--- src/rtl/spi_master_ctrl_pkg.sv ---
// Shared types for the SPI master: FSM state encoding and bus-mode constants.
// This block implements SPI mode 0 only: sck idles low and data is sampled on the rising edge.
package spi_master_ctrl_pkg;

  typedef enum logic [2:0] {IDLE, SETUP, SHIFT, HOLD, GAP} spi_mstate_t;

  localparam bit CPOL = 1'b0;
  localparam bit CPHA = 1'b0;

endpackage

--- src/rtl/spi_sck_divider.sv ---
// Purpose: half-period timer; pulses tick for one cycle every CLK_DIV clocks while en is high.
// Latency: the first tick comes CLK_DIV cycles after en rises; the count restarts from 0 after each tick.
// Backpressure: none; the counter clears whenever en is low.
module spi_sck_divider #(
  parameter int CLK_DIV = 4
) (
  input  logic clk,
  input  logic rst,
  input  logic en,
  output logic tick
);

  localparam int CW = $clog2(CLK_DIV);

  logic [CW-1:0] cnt;

  assign tick = en && (cnt == CW'(CLK_DIV - 1));

  always_ff @(posedge clk or negedge rst) begin
    if (!rst) begin
      cnt <= '0;
    end else if (!en || tick) begin
      cnt <= '0;
    end else begin
      cnt <= cnt + 1'b1;
    end
  end

endmodule

--- src/rtl/spi_master_ctrl.sv ---
// Purpose: mode-0 SPI master; sends one word per transfer, MSB first, and captures the word returned on miso.
// Latency: rx_valid is asserted CLK_DIV*(2*DATA_W+2) cycles after acceptance; tx_ready returns CLK_DIV cycles later.
// Backpressure: tx_ready is high only in IDLE; tx_valid seen while busy is dropped, not queued.
module spi_master_ctrl
  import spi_master_ctrl_pkg::*;
#(
  parameter int DATA_W  = 8,
  parameter int CLK_DIV = 4
) (
  input  logic              clk,
  input  logic              rst,
  input  logic              tx_valid,
  output logic              tx_ready,
  input  logic [DATA_W-1:0] tx_data,
  output logic              rx_valid,
  output logic [DATA_W-1:0] rx_data,
  output logic              busy,
  output logic              sck,
  output logic              mosi,
  output logic              cs,
  input  logic              miso
);

  localparam int BW = $clog2(DATA_W) + 1;
  localparam logic [BW-1:0] LAST_HALF = BW'(2 * DATA_W - 1);

  spi_mstate_t       state;
  logic [DATA_W-2:0] tx_shift;
  logic [DATA_W-1:0] rx_shift;
  logic [BW-1:0]     half_cnt;
  logic              tick;

  spi_sck_divider #(.CLK_DIV(CLK_DIV)) u_div (
    .clk (clk),
    .rst (rst),
    .en  (state != IDLE),
    .tick(tick)
  );

  assign busy = (state != IDLE);

  always_ff @(posedge clk or negedge rst) begin
    if (!rst) begin
      state    <= IDLE;
      sck      <= CPOL;
      cs       <= 1'b1;
      mosi     <= 1'b0;
      tx_ready <= 1'b1;
      rx_valid <= 1'b0;
      rx_data  <= '0;
      tx_shift <= '0;
      rx_shift <= '0;
      half_cnt <= '0;
    end else begin
      rx_valid <= 1'b0;
      case (state)
        IDLE: begin
          if (tx_valid && tx_ready) begin
            tx_shift <= tx_data[DATA_W-2:0];
            mosi     <= tx_data[DATA_W-1];
            cs       <= 1'b0;
            tx_ready <= 1'b0;
            state    <= SETUP;
          end
        end
        SETUP: begin
          // First rising edge: MSB has had a full half-period of setup.
          if (tick) begin
            sck      <= 1'b1;
            rx_shift <= {rx_shift[DATA_W-2:0], miso};
            state    <= SHIFT;
          end
        end
        SHIFT: begin
          // The final half-period is the low phase after the last fall; sck stays low into HOLD.
          if (tick) begin
            if (half_cnt == LAST_HALF) begin
              half_cnt <= '0;
              state    <= HOLD;
            end else begin
              half_cnt <= half_cnt + 1'b1;
              sck      <= ~sck;
              if (sck) begin
                mosi     <= tx_shift[DATA_W-2];
                tx_shift <= tx_shift << 1;
              end else begin
                rx_shift <= {rx_shift[DATA_W-2:0], miso};
              end
            end
          end
        end
        HOLD: begin
          if (tick) begin
            cs       <= 1'b1;
            mosi     <= 1'b0;
            rx_data  <= rx_shift;
            rx_valid <= 1'b1;
            state    <= GAP;
          end
        end
        GAP: begin
          if (tick) begin
            tx_ready <= 1'b1;
            state    <= IDLE;
          end
        end
        default: state <= IDLE;
      endcase
    end
  end

endmodule

--- config.mk ---
export PLATFORM = sky130hd
export DESIGN_NAME = spi_master_ctrl
export DESIGN_NICKNAME = d
export VERILOG_FILES = /design/src/rtl/spi_master_ctrl_pkg.sv /design/src/rtl/spi_sck_divider.sv /design/src/rtl/spi_master_ctrl.sv
export SDC_FILE = /design/constraint.sdc
export NUM_CORES = 1
export LEC_CHECK = 0
export CAP_MARGIN = 15
export CORE_MARGIN = 2
export CORE_UTILIZATION = 47
export DETAILED_ROUTE_END_ITERATION = 7
export GPL_TIMING_DRIVEN = 0
export PLACE_DENSITY = 0.77
export SLEW_MARGIN = 20
export SYNTH_ARGS = -nofsm -noshare
export SYNTH_HDL_FRONTEND = slang
export SYNTH_HIERARCHICAL = 1
export SYNTH_SLANG_ARGS = --single-unit
export TNS_END_PERCENT = 30
--- constraint.sdc ---
create_clock -name clk -period 2.12 [get_ports clk]
set_input_delay 0.212 -clock clk [delete_from_list [all_inputs] [get_ports clk]]
set_output_delay 0.212 -clock clk [all_outputs]
set_load 0.005 [all_outputs]
======== Yosys cells after proc, flatten, opt, wreduce, memory -nomap -nowiden ========
Index checks and enable logic that the tools add are counted.
storage, ports and cells
  bits in registers ....................... 37
  bits in latches ......................... 0
  bits in writable memories ............... 0
  memory bits (read-only) ................. 0
  input port bits ......................... 12
  memories ................................ 0
cells by class
  add/subtract/negate cells ............... 2
  multipliers ............................. 0
  divide/modulo/power cells ............... 0
  magnitude comparators ................... 0
  equal/unequal tests ..................... 15
  shift operators ......................... 0
  mux-type cells .......................... 34
  bitwise operators ....................... 1
  reduce and logical (&&, ||, !) cells .... 20
operator list
  operator                                               count
  2-to-1 mux 8 bit                                       4
  2-to-1 mux 7 bit                                       4
  2-to-1 mux 3 bit                                       6
  case mux 8 bit (2 select lines)                        1
  case mux 3 bit (5 select lines)                        1
  case mux 7 bit (2 select lines)                        1
  AND reduction 6 bit                                    2
  2-to-1 mux 1 bit                                       11
  inequality test 2 bit, second input constant           5
  AND reduction 5 bit                                    2
  inequality test 2 x 1 -> 1 bit, second input constant  4
  nonzero test 2 bit                                     4
  equality test 3 x 2 -> 1 bit, second input constant    2
  case mux 1 bit (2 select lines)                        3
  AND reduction 3 bit                                    2
  nonzero test 3 bit                                     2
  adder 4 x 1 -> 4 bit, second input constant            1
  equality test 4 bit, second input constant             1
  2-to-1 mux 4 bit                                       1
  AND reduction 2 bit                                    2
  AND reduction 4 bit                                    1
  equality test 3 x 1 -> 1 bit, second input constant    1
  equality test 3 bit, second input constant             1
  logical NOT 3 bit                                      1
  8 further kinds                                        9

======== Depth between registers and ports, before layout ========
  depth after elaboration ................. 4
  depth in mapped cells ................... 8
  depth with buffers taken out ............ 6

======== Cells and area by module ========
The synthesis kept the hierarchy.
modules (own cells, without submodules)
  module           instances  cells an instance  area an instance (sq um)
  spi_master_ctrl  1          129                1,596.5
  spi_sck_divider  1          6                  91.3

======== Least setup slack after synthesis ========
No wires, ideal clock.
  kind .................................... register -> register
  from .................................... register state[2]
  to ...................................... register rx_data[0]
  arrival time ............................ 1.986 ns
  setup slack ............................. 0.009 ns
  stages on the path, launching flop included .. 8
  period minus slack after synthesis ...... 2.111 ns
  cells stage by stage .................... dfrtp_1 buf_2 or3_1 and2_2 nand2_1 nor2_1 nand2_1 mux2_2
on the way
  cells in the longest elaborated chain, start to end .. 3
  elaborated cells on any way between the ends .. 4
ends and longest elaborated chain
  element                        line                   text
  from (decl)                    spi_master_ctrl.sv:27  spi_mstate_t state;
  from (signal assigned)         spi_master_ctrl.sv:44  state <= IDLE;
  from (signal assigned)         spi_master_ctrl.sv:63  state <= SETUP;
  from (signal assigned)         spi_master_ctrl.sv:71  state <= SHIFT;
  nonzero test 3 bit             -
  net busy                       spi_master_ctrl.sv:17  output logic busy,
  logical AND 1 bit              spi_sck_divider.sv:17  assign tick = en && (cnt == CW'(CLK_DIV - 1));
  net tick                       spi_master_ctrl.sv:31  logic tick;
  AND reduction 2 bit (no line)  -
  to (signal assigned)           spi_master_ctrl.sv:96  rx_data <= rx_shift;
  to (decl)                      spi_master_ctrl.sv:16  output logic [DATA_W-1:0] rx_data,
The timed path passes the listed nets, and every way through them passes these cells.
A chain may end at the register's enable or synchronous reset.

======== Final worst setup path ========
  from .................................... register state[2]
  to ...................................... register rx_shift[4]
on the way
  cells in the longest elaborated chain, start to end .. 4
  elaborated cells on any way between the ends .. 11
ends and longest elaborated chain
  element                                   line                   text
  nonzero test 3 bit *                      spi_master_ctrl.sv:36  .en (state != IDLE),
  logical AND 1 bit *                       spi_sck_divider.sv:17
  net tick                                  spi_master_ctrl.sv:31
  inequality test 2 x 1 -> 1 bit (no line)  -
  AND reduction 5 bit (no line) *           -
  to (signal assigned)                      spi_master_ctrl.sv:70  rx_shift <= {rx_shift[DATA_W-2:0], miso};
  to (signal assigned)                      spi_master_ctrl.sv:87  rx_shift <= {rx_shift[DATA_W-2:0], miso};
  to (decl)                                 spi_master_ctrl.sv:29  logic [DATA_W-1:0] rx_shift;
The timed path passes the listed nets; every way through them passes the cells marked *.

==> results.cfg <==
[clocking]
cts_max_path_buffers = 2
root_buffer = clkbuf_4
cts_tree = yes
htree_num_levels = 2
clk_pin_slew_ns = 0.12
clock-sinks = 37
cts_made_buffers = 5
worstSkewPairLatency_ns = 0.34

[setup_path]
crit_arrival_ns = 2.24
r2r-start = state[2]
path_cells = clkbuf_4 > or3_4 > and2_4 > nand3b_1 > nand2b_4 > buf_6 > mux2_2
required_ns = 2.35
critPathKind = reg -> reg
critPathMaxFanout = 10
end_kind = flop
cp-startpoint = state[2]
critPathLaunchType = flop
critPathMaxStageDelay_ns = 0.41
cpMaxStageDelayCell = dfrtp_1

[floorplanning]
die_w_um = 63.9
die_h_um = 63.9
initial_core_util = 0.498
coreArea_um2 = 3390
fp.dieArea_um2 = 4090
io_pins = 26
num_rows = 21

[yosys]
synth_top_cell_area_share = 0.519
ys_ff_latch = 37
synth_cell_types = 36
syn_nets = 149
synthArstFlopShare = 1.00
yosysWarnings = 6
synth_most_common_cell = dfrtp_1
synth-main-ff-cell = dfrtp_1
yosysTopAreaCell = dfrtp_1
synth_common_cells = 35 x dfrtp_1, 15 x mux2_2, 10 x nand2_1
synth_edf_count = 0
syn_area_per_cell_um2 = 12.5
syn_inst = 135
syn_area_um2 = 1690
yosys-top-cells-area = dfrtp_1 52%, mux2_2 10%, o2bb2ai_1 3.6%
ys_seq_area_frac = 0.550

[finish]
final_core_util = 0.629
area_growth_pct = 26.3
drive_above_1_share = 0.276
final_cells = 220
diodes = 0
nets = 187

[global_routing]
first_global_vias = 1246
grt_overflow = 0
grt_pass1_wl_um = 5760
antenna_found_initial = 0
grt_max_degree = 22
grt.total_usage = 0.185

[timing]
hold_violations = 0
slew_viol_final = 0
min_period_ns = 2.01
setup_viol = 0
finalHoldWorstSlack_ns = 0.328
rsz0062_at_grt = false
fmax_mhz = 497
setup_ws_ns = 0.108
timing.final.crit_share = 0.949
fin_tns_setup_ns = 0
worst_slew_pin_slew_ns = 0.431
timing.slew.headroom = 0.712
skew_ns = 0.0112

[routing]
viasPerCell = 5.47
vias = 1203
wl_per_cell_um = 14.8
drt_wl_total_um = 3260
drtIter0Drc = 51
drc = 0
dr.pass1.iters = 4
detail-route-antenna-nets = 0

[run]
drv_cap = 0

[placement]
dp.cells = 207
hpwl_um = 2250
pre_cts_ws_ns = -0.232
io_buffers = 25
place_congestion = 0.781

[min_path]
holdCritPathClass = in -> async

[outcome]
status = finished, final reports clean

[power]
peakVddDrop_mv = 0.376
p_leak_nw = 1.04
powerDensity_nw_per_um2 = 523
==> path summary, 6_finish.rpt <==
| check | to | slack [ns] | cells after the start |
|---|---|---|---|
| hold / removal | sck | 0.33 | 2 |
| setup reg to reg | rx_shift[4] | 0.11 | 7 |
| setup / recovery | rx_shift[4] | 0.11 | 7 |
| max in group asynchronous | tx_ready | 1.26 | 3 |
| hold reg to reg | u_div/cnt[0] | 0.46 | 1 |
| min in group clk | tx_shift[0] | 0.43 | 3 |
==> through the flow <==
step,total power [mW],area [um^2]
after detailed placement,0.769,2020
final,1.11,2130
after global routing,1.16,2130
after floorplan,0.728,1690
after CTS,1.13,2120
after global placement,0.762,2000
==> area by class of cell <==
type                    instances  area (um^2)
flip-flops and latches         37          928
multi-input cells              90          723
clock inverters                 2         10.0
fillers                       264         1260
clock buffers                   6         41.3
repair buffers                 30          305
inverters                       2         7.51
well taps                      46         57.6
plain buffers                   7         58.8
==> placed cells by master, fill, tap and decap left out, types with 4 or more instances in the layout <==
master,count
a21oi_1,6
a22oi_1,6
buf_4,4
clkbuf_4,6
clkdlybuf4s50_1,24
dfrtp_1,35
mux2_2,15
nand2_1,8
nor2_1,6
o21ai_0,8
o2bb2ai_1,7
==> worst max-delay path, delay by kind of cell (launching register included) <==
family	cells	cell delay [ns]
buf+inv	2	0.33
flops	1	0.41
mux	1	0.34
simple gates	4	0.84
==> cell families (layout without fill, tap and decap cells) <==
group | Yosys count | after routing | synth area share
compound gates | 32 | 32 | 0.132
buf+inv | 9 | 47 | 0.0363
fa+ha+maj | 2 | 2 | 0.0148
simple gates | 35 | 36 | 0.133
mux | 17 | 17 | 0.118
flops | 37 | 37 | 0.550
xor+xnor | 3 | 3 | 0.0156
==> registers in the layout, summed over array words and instances (netlist names) <==
name       flops
sck            1
u_div/cnt      2
rx_shift       8
state          3
tx_ready       1
mosi           1
rx_valid       1
half_cnt       4
tx_shift       7
rx_data        8
cs             1
==> report_power, final <==
part / leakage [nW] / internal [mW] / total (mW) / switching, mW
clock network: 0.0320 / 0.126 / 0.358 / 0.232
registers: 0.508 / 0.707 / 0.707 / 0.000673
logic: 0.503 / 0.0277 / 0.0484 / 0.0207
==> routing by layer <==
metal | up-vias | wire (um) | track usage
met5 | - | 0 | 0
met4 | 0 | 42 | 0.0734
met3 | 4 | 139 | 0.0511
met2 | 23 | 1640 | 0.297
met1 | 604 | 1440 | 0.235
li1 | 572 | - | -
==> repair_timing <==
action / in CTS / in global routing
endpoints found under the setup margin: 16 / 16
hold buffers: 1 / 0
buffers inserted: 2 / 1
resized for setup: 5 / 3
hold endpoints to repair: 15 / 0
pin swaps: 1 / 1
gates cloned: 1 / 0
Power figures use the tool's default switching activity.
